--- config.mk ---
export PLATFORM = sky130hd
export DESIGN_NAME = tri_raster
export DESIGN_NICKNAME = d
export VERILOG_FILES = /design/src/rtl/tri_raster.sv
export SDC_FILE = /design/constraint.sdc
export NUM_CORES = 1
export LEC_CHECK = 0
export BUFFER_PORTS_ARGS = -buffer_cell sky130_fd_sc_hd__buf_2
export CAP_MARGIN = 40
export CORE_ASPECT_RATIO = 1.75
export CORE_MARGIN = 4
export CORE_UTILIZATION = 60
export CTS_BUF_LIST = sky130_fd_sc_hd__clkbuf_2
export DETAILED_ROUTE_END_ITERATION = 8
export PLACE_DENSITY = 0.84
export SLEW_MARGIN = 20
export SYNTH_ARGS = -nofsm -noshare
export SYNTH_HDL_FRONTEND = slang
export SYNTH_SLANG_ARGS = --single-unit
--- constraint.sdc ---
create_clock -name clk -period 5.8 [get_ports clk]
set_input_delay 0.58 -clock clk [delete_from_list [all_inputs] [get_ports clk]]
set_output_delay 0.58 -clock clk [all_outputs]
set_load 0.01 [all_outputs]
--- src/rtl/tri_raster.sv ---
// Triangle rasteriser: captures three vertices, then scans the bounding box in raster
// order and emits the grid points whose three edge functions agree in sign.
// Optional macro TRI_RASTER_CNT_EN adds the transferred-point counter output cnt.
module tri_raster #(
    parameter int CW = 3
) (
    input  logic          clk,
    input  logic          reset,
    input  logic          nt,
    input  logic [CW-1:0] xi,
    input  logic [CW-1:0] yi,
    input  logic          rdy,
    output logic          busy,
    output logic          po,
    output logic [CW-1:0] xo,
    output logic [CW-1:0] yo,
    output logic          done
`ifdef TRI_RASTER_CNT_EN
    ,
    output logic [2*CW:0] cnt
`endif
);

    localparam int EW = 2*CW + 3;

    typedef enum logic [2:0] {
        S_IDLE,
        S_LOAD1,
        S_LOAD2,
        S_SETUP,
        S_SCAN,
        S_FIN
    } state_t;

    state_t r_state;
    state_t w_state_next;

    logic [CW-1:0] r_x0, r_y0, r_x1, r_y1, r_x2, r_y2;
    logic [CW-1:0] r_xmin, r_xmax, r_ymin, r_ymax;
    logic [CW-1:0] r_cx, r_cy;
    logic          r_exhausted;
    logic          r_busy, r_po, r_done;
    logic [CW-1:0] r_xo, r_yo;

    logic [CW-1:0]        w_xmin, w_xmax, w_ymin, w_ymax;
    logic signed [EW-1:0] w_e0, w_e1, w_e2;
    logic                 w_inside, w_last, w_adv, w_to_fin;

    function automatic logic signed [EW-1:0] zext(input logic [CW-1:0] v);
        return $signed({{(EW-CW){1'b0}}, v});
    endfunction

    // Widened to EW bits so neither the differences nor the products can overflow.
    function automatic logic signed [EW-1:0] edge_fn(
        input logic [CW-1:0] xa, input logic [CW-1:0] ya,
        input logic [CW-1:0] xb, input logic [CW-1:0] yb,
        input logic [CW-1:0] px, input logic [CW-1:0] py
    );
        logic signed [EW-1:0] dxe, dye, dxp, dyp;
        dxe = zext(xb) - zext(xa);
        dye = zext(yb) - zext(ya);
        dxp = zext(px) - zext(xa);
        dyp = zext(py) - zext(ya);
        return dxe*dyp - dye*dxp;
    endfunction

    function automatic logic [CW-1:0] min3(input logic [CW-1:0] a, input logic [CW-1:0] b,
                                           input logic [CW-1:0] c);
        logic [CW-1:0] m;
        m = (a < b) ? a : b;
        return (c < m) ? c : m;
    endfunction

    function automatic logic [CW-1:0] max3(input logic [CW-1:0] a, input logic [CW-1:0] b,
                                           input logic [CW-1:0] c);
        logic [CW-1:0] m;
        m = (a > b) ? a : b;
        return (c > m) ? c : m;
    endfunction

    assign w_xmin = min3(r_x0, r_x1, r_x2);
    assign w_xmax = max3(r_x0, r_x1, r_x2);
    assign w_ymin = min3(r_y0, r_y1, r_y2);
    assign w_ymax = max3(r_y0, r_y1, r_y2);

    assign w_e0 = edge_fn(r_x0, r_y0, r_x1, r_y1, r_cx, r_cy);
    assign w_e1 = edge_fn(r_x1, r_y1, r_x2, r_y2, r_cx, r_cy);
    assign w_e2 = edge_fn(r_x2, r_y2, r_x0, r_y0, r_cx, r_cy);

    // Inclusive on edges and winding-agnostic; degenerate shapes keep only all-zero points.
    assign w_inside = ((w_e0 >= 0) && (w_e1 >= 0) && (w_e2 >= 0)) ||
                      ((w_e0 <= 0) && (w_e1 <= 0) && (w_e2 <= 0));
    assign w_last   = (r_cx == r_xmax) && (r_cy == r_ymax);
    assign w_adv    = !r_po || rdy;
    assign w_to_fin = (r_state == S_SCAN) && (w_state_next == S_FIN);

    always_ff @(posedge clk or negedge reset) begin
        if (!reset) begin
            r_state <= S_IDLE;
        end else begin
            r_state <= w_state_next;
        end
    end

    always_comb begin
        w_state_next = r_state;
        case (r_state)
            S_IDLE:  if (nt) w_state_next = S_LOAD1;
            S_LOAD1: w_state_next = S_LOAD2;
            S_LOAD2: w_state_next = S_SETUP;
            S_SETUP: w_state_next = S_SCAN;
            S_SCAN: begin
                if (w_adv && (r_exhausted || (w_last && !w_inside))) begin
                    w_state_next = S_FIN;
                end
            end
            S_FIN:   w_state_next = S_IDLE;
            default: w_state_next = S_IDLE;
        endcase
    end

    // Vertex, bounding-box and scan-position registers carry no reset value.
    always_ff @(posedge clk) begin
        case (r_state)
            S_IDLE: begin
                if (nt) begin
                    r_x0 <= xi;
                    r_y0 <= yi;
                end
            end
            S_LOAD1: begin
                r_x1 <= xi;
                r_y1 <= yi;
            end
            S_LOAD2: begin
                r_x2 <= xi;
                r_y2 <= yi;
            end
            S_SETUP: begin
                r_xmin      <= w_xmin;
                r_xmax      <= w_xmax;
                r_ymin      <= w_ymin;
                r_ymax      <= w_ymax;
                r_cx        <= w_xmin;
                r_cy        <= w_ymin;
                r_exhausted <= 1'b0;
            end
            S_SCAN: begin
                if (w_adv && !r_exhausted) begin
                    if (w_last) begin
                        r_exhausted <= w_inside;
                    end else if (r_cx == r_xmax) begin
                        r_cx <= r_xmin;
                        r_cy <= r_cy + CW'(1);
                    end else begin
                        r_cx <= r_cx + CW'(1);
                    end
                end
            end
            default: ;
        endcase
    end

    always_ff @(posedge clk or negedge reset) begin
        if (!reset) begin
            r_busy <= 1'b0;
            r_po   <= 1'b0;
            r_done <= 1'b0;
            r_xo   <= '0;
            r_yo   <= '0;
        end else begin
            r_done <= 1'b0;
            if (r_state == S_LOAD2) begin
                r_busy <= 1'b1;
            end
            if (w_to_fin) begin
                r_po   <= 1'b0;
                r_busy <= 1'b0;
                r_done <= 1'b1;
            end else if (r_state == S_SCAN && w_adv) begin
                r_po <= w_inside;
                if (w_inside) begin
                    r_xo <= r_cx;
                    r_yo <= r_cy;
                end
            end
        end
    end

`ifdef TRI_RASTER_CNT_EN
    logic [2*CW:0] r_cnt;

    always_ff @(posedge clk or negedge reset) begin
        if (!reset) begin
            r_cnt <= '0;
        end else if (r_state == S_IDLE && nt) begin
            r_cnt <= '0;
        end else if (r_po && rdy) begin
            r_cnt <= r_cnt + (2*CW+1)'(1);
        end
    end

    assign cnt = r_cnt;
`endif

    assign busy = r_busy;
    assign po   = r_po;
    assign xo   = r_xo;
    assign yo   = r_yo;
    assign done = r_done;

endmodule

### Word level (Yosys, flattened, before mapping)

Cells that the tools add are included.

| word-level totals | value |
|---|---|
| register bits after elaboration | 46 |
| output and inout bits | 9 |
| word-level logic and storage cells | 119 |
| input bits | 10 |

| cells by class | value |
|---|---|
| equal/unequal tests | 11 |
| $mul | 6 |
| multiplexer cells | 27 |
| reduce and logical (&&, ||, !) cells | 25 |
| bitwise operators | 1 |
| order comparisons | 14 |
| add/subtract/negate cells | 17 |

Operators with widths:

| operator | count |
|---|---|
| multiplier 4 x 4 -> 8 bit | 6 |
| two-way mux 3 bit | 16 |
| subtractor 3 x 3 -> 4 bit | 12 |
| >= comparator 9 x 1 -> 1 bit, second input constant | 3 |
| less-or-equal comparator 9 x 1 -> 1 bit, second input constant | 3 |
| subtractor 8 x 8 -> 9 bit | 3 |
| case mux 3 bit (5 select lines) | 1 |
| greater-than comparator 3 bit | 4 |
| < comparator 3 bit | 4 |
| case mux 3 bit (2 select lines) | 2 |
| logical AND 1 bit | 10 |
| AND reduction 3 bit | 3 |
| inequality test 2 bit, second input constant | 4 |
| two-way mux 1 bit | 7 |
| adder 3 x 1 -> 3 bit, second input constant | 2 |
| == test 3 x 2 -> 1 bit, second input constant | 2 |
| == test 3 bit | 2 |
| == test 3 bit, second input constant | 2 |
| nonzero test 2 bit | 3 |
| AND reduction 4 bit | 1 |
| == test 3 x 1 -> 1 bit, second input constant | 1 |
| zero test 1 bit | 3 |
| zero test 3 bit | 1 |
| logical OR 1 bit | 3 |
| 3 further kinds | 3 |

### Depth between registers and ports, before layout

| logic depth | value |
|---|---|
| depth in word-level cells | 17 |
| mapped depth | 24 |
| gate-level depth less buffers | 24 |

### Worst setup path before layout

Ideal clock, no wire load.

| timing path | value |
|---|---|
| path type | register to register |
| start | register r_cx[0] |
| end | register r_yo[2] (netlist: yo[2]) |
| arrival | 6.044 ns |
| path slack | -0.372 ns |
| setup time | 0.128 ns |
| period minus slack after synthesis | 6.172 ns |
| cell stages (with the launch flop) | 22 |
| buffers on the path | 0 |
| data required time | 5.672 ns |
| cell sequence | edfxtp_1 inv_1 ha_1 inv_1 fa_1 inv_1 or2_2 fa_1 inv_1 fa_1 fa_1 inv_1 fa_1 ha_1 ha_1 or2_2 a21o_1 a2111oi_4 nor3_1 a211oi_2 nand3_2 mux2_1 |

| on the way | value |
|---|---|
| cells in the longest elaborated chain, start to end | 17 |
| elaborated cells between the ends (all ways) | 32 |
| those cells by class | add/sub: 6; mul: 3; order compare: 6; eq/ne: 2; mux: 2; bitwise: 1; reduce/logical: 12 |

Ends and longest elaborated chain:

| element | RTL line | RTL |
|---|---|---|
| from (decl) | 40 | `logic [CW-1:0] r_cx, r_cy;` |
| from (signal assigned) | 144 | `r_cx <= w_xmin;` |
| from (signal assigned) | 153 | `r_cx <= r_xmin;` |
| from (signal assigned) | 156 | `r_cx <= r_cx + CW'(1);` |
| subtractor 3 x 3 -> 4 bit | 62 | `dxp = zext(px) - zext(xa);` |
| multiplier 4 x 4 -> 8 bit | 64 | `return dxe*dyp - dye*dxp;` |
| subtractor 8 x 8 -> 9 bit | 64 |  |
| >= comparator 9 x 1 -> 1 bit or less-or-equal comparator 9 x 1 -> 1 bit (tied branches) | 91, 92 |  |
| logical AND 1 bit (on tied branches) (2 in series) | 91, 92 |  |
| logical OR 1 bit | 91 | `assign w_inside = ((w_e0 >= 0) && (w_e1 >= 0) && (w_e2 >= 0)) \|\|` |
| zero test 1 bit | 113 | `if (w_adv && (r_exhausted \|\| (w_last && !w_inside))) begin` |
| logical AND 1 bit | 113 |  |
| logical OR 1 bit | 113 |  |
| logical AND 1 bit | 113 |  |
| two-way mux 3 bit | 113 |  |
| case mux 3 bit (5 select lines) | 107 | `case (r_state)` |
| == test 3 bit | 95 | `assign w_to_fin = (r_state == S_SCAN) && (w_state_next == S_FIN);` |
| logical AND 1 bit | 95 |  |
| inverter 1 bit (no source line) | - |  |
| AND reduction 3 bit (no source line) * | - |  |
| to (signal assigned) | 184 | `r_yo <= r_cy;` |
| to (decl) | 43 | `logic [CW-1:0] r_xo, r_yo;` |

Every way passes the cells marked *; elsewhere a longest branch is shown, timed or not.
A chain may end at the register's enable or synchronous reset.

### Worst setup path in the final report

| timing path | value |
|---|---|
| start | register r_x2[1] |
| end | register r_xo[2] (netlist: xo[2]) |

| on the way | value |
|---|---|
| cells in the longest elaborated chain, start to end | 17 |
| elaborated cells between the ends (all ways) | 27 |
| those cells by class | add/sub: 5; mul: 3; order compare: 4; eq/ne: 1; mux: 2; bitwise: 1; reduce/logical: 11 |

Ends and longest elaborated chain:

| element | RTL line | RTL |
|---|---|---|
| from (decl) | 38 | `logic [CW-1:0] r_x0, r_y0, r_x1, r_y1, r_x2, r_y2;` |
| from (signal assigned) | 136 | `r_x2 <= xi;` |
| subtractor 3 x 3 -> 4 bit | 60 | `dxe = zext(xb) - zext(xa);` |
| multiplier 4 x 4 -> 8 bit | 64 |  |
| subtractor 8 x 8 -> 9 bit | 64 |  |
| >= comparator 9 x 1 -> 1 bit or less-or-equal comparator 9 x 1 -> 1 bit (tied branches) | 91, 92 |  |
| logical AND 1 bit (on tied branches) (2 in series) | 91, 92 |  |
| logical OR 1 bit * | 91 |  |
| zero test 1 bit | 113 |  |
| logical AND 1 bit | 113 |  |
| logical OR 1 bit | 113 |  |
| logical AND 1 bit | 113 |  |
| two-way mux 3 bit | 113 |  |
| case mux 3 bit (5 select lines) | 107 |  |
| == test 3 bit | 95 |  |
| logical AND 1 bit | 95 |  |
| inverter 1 bit (no source line) | - |  |
| AND reduction 3 bit (no source line) * | - |  |
| to (signal assigned) | 183 | `r_xo <= r_cx;` |
| to (decl) | 43 |  |

Marks and branches as above.

==> results.md <==
- Status: complete, but fails checks
- Failing checks: setup timing
- Max Freq: 0.146 GHz
- Net count after synthesis: 1018
- Hold WS: 0.289 ns
- ANT nets after route: 0
- WL/cell: 26.6 µm
- Max_cap viols: 0
- Num rows: 54
- Worst Path Required: 6.25 ns
- Clock Skew: 0.0529 ns
- Worst path most repeated cell: buf_4
- Slew Limit Fails: 0
- Max-slew headroom: 0.556
- Router iterations before antenna repair: 8
- Initial antenna violation count: 0
- Worst Hold Class: input port to flop
- Initial drt markers: 839
- Largest net degree at the start of global routing: 17
- RSZ-0062 raised after global routing: yes
- Die X: 93.8 µm
- Number of remaining DRC errors: 0
- Register area share after synthesis: 0.171
- Clock-pin slew on the worst setup and hold paths: 0.33 ns
- Fillers: 558
- Post-synth ARST share: 0.261
- Gr ovfl total: 0
- Layout cells sized above 1: 0.370
- WP data arrival: 7.28 ns
- Vias per std cell: 6.54
- WS Path Type: flop to flop
- Yosys top cell area share: 0.261
- Die area: 14800 µm²
- GR Layer Usage met3: 0.0428
- Register area: 1320 µm²
- Clk_lat worst skew: 0.50 ns
- Largest area contributor in the netlist: fa_1
- Number of global-route vias before repair: 7693
- Ys flop type: edfxtp_1
- CP max stage cell: fa_1
- PortBufs: 18
- Crit path max fanout: 7
- DR vias: 7570
- WP buf/inv: 7
- Commonest non-fill, non-tap cell in the layout: buf_4
- Fin util: 0.821
- Hpwl dp: 16.2 mm
- # setup viols final: 11
- First-pass GRT wire length: 38.3 mm
- Final Non-Filler Cells: 1158
- Most used routing layer: met2
- CTS tree: yes
- H-tree depth: 2
- Routed WL: 30.8 mm
- Most frequent cells in the layout: buf_4, inv_1, ha_1, fa_1, nor2_1
- EDFF count, synth: 34
- Die Ht: 158 µm
- Critical path's top delay family: adder cells
- Final-stage net count: 1224
- Max clock buf depth: 2
- Gr usage total: 0.333
- I/O Pins: 19
- Top cells by area, synth: fa_1, ha_1, edfxtp_1
- Placed cells: 1112
- Initial Util: 0.616
- Routability congestion estimate: 0.961
- Clock period minus worst slack: 6.83 ns
- Met1 Resource Use GR: 0.337
- Slew @ Worst Pin: 0.664 ns
- CP max stage delay: 0.58 ns
- Yosys reg bits: 46
- Setup crit start kind: flop
- Synth cell types: 48
- Clk sinks: 46
- Core Box Area: 12600 µm²
- Number of synthesis warnings: 0
- Multi-input gate area: 6650 µm²
- Cells after synthesis: 783
- Met2 usage: 0.617
- Total CTS buffers: 5
- Hold Violations, Final: 0
- Area grow syn2layout: 33.4%
- Period utilisation layout: 1.18
- Crit path capture type: flop
- Fin worst setup slack: -1.03 ns
- Antenna diodes: 0
- Netlist Area Pre-Place: 7740 µm²
- Root Buffer: clkbuf_2
- Syn_area_per_cell: 9.88 µm²
## Yosys cell counts, drive strengths merged (13+ instances only)
master  number
a21o        21
edfxtp      34
inv        151
a21oi       23
nor2b       22
or2         15
nand2       27
nor2        72
and2        17
nand2b      15
xnor2       31
xor2        18
fa         101
o21ai       20
mux2i       13
ha         124
## per-layer routing
| metal | vias to the layer above | part of all wire |
|---|---|---|
| met3 | 355 | 0.10 |
| met4 | 0 | 0.12 |
| met1 | 3529 | 0.30 |
| met5 | - | 0 |
| li1 | 2947 | - |
| met2 | 739 | 0.48 |
## stage by stage
step                area (µm²)  TNS [ns]  worst slack, ns
floorplan                 7910    -0.526           -0.108
global placement          9270     -5.55           -0.607
detailed placement        9280     -6.91           -0.732
CTS                       9870     -4.10           -0.431
global route             10300    -10.08           -0.970
finish                   10300    -10.81            -1.03
## worst register-to-register path, delay by kind of cell, from the launching register on
kind	cells	cell delay [ns]
mux	1	0.37
buf+inv	7	1.13
simple gates	4	0.69
compound gates	5	0.97
xor+xnor	1	0.18
flops	1	0.55
fa+ha+maj	7	2.92
## layout make-up
| type | count | share of cell area |
|---|---|---|
| Inverter | 151 | 0.0554 |
| Multi-Input combinational cell | 584 | 0.644 |
| Sequential cell | 46 | 0.128 |
| Clock inverter | 3 | 0.00473 |
| Timing Repair Buffer | 201 | 0.145 |
| Clock buffer | 5 | 0.00243 |
| Tap cell | 168 | 0.0204 |
## cells by family after synthesis
group / share of synthesized area
adder cells (fa/ha/maj): 0.462
flip-flops: 0.171
buffers and inverters: 0.0742
multiplexers: 0.0270
AO/OA/AOI/OAI: 0.0867
AND/OR/NAND/NOR: 0.124
XOR/XNOR: 0.0555
## path summary, 6_finish.rpt
check                             endpoint  startpoint  slack [ns]  depth (start not counted)
worst max-delay path                 xo[2]     r_x2[1]       -1.03                         25
worst min-delay path               r_y2[2]       yi[2]        0.29                          1
worst max register to register       xo[2]     r_x2[1]       -1.03                         25
worst min register to register       xo[0]       xo[0]        0.58                          1
max in group asynchronous       r_state[2]       reset        5.06                          2
min in group asynchronous            xo[0]       reset        0.45                          2
## timing repair
action | in CTS | in global routing
pin swaps | 68 | 46
buffers inserted | 20 | 16
hold endpoints to repair | 12 | 0
hold buffers | 1 | 0
endpoints found under the setup margin | 11 | 11
resized for setup | 64 | 85
Power is not shown: default switching activity piles up to over one toggle a cycle in this logic, so the estimate is an artifact.
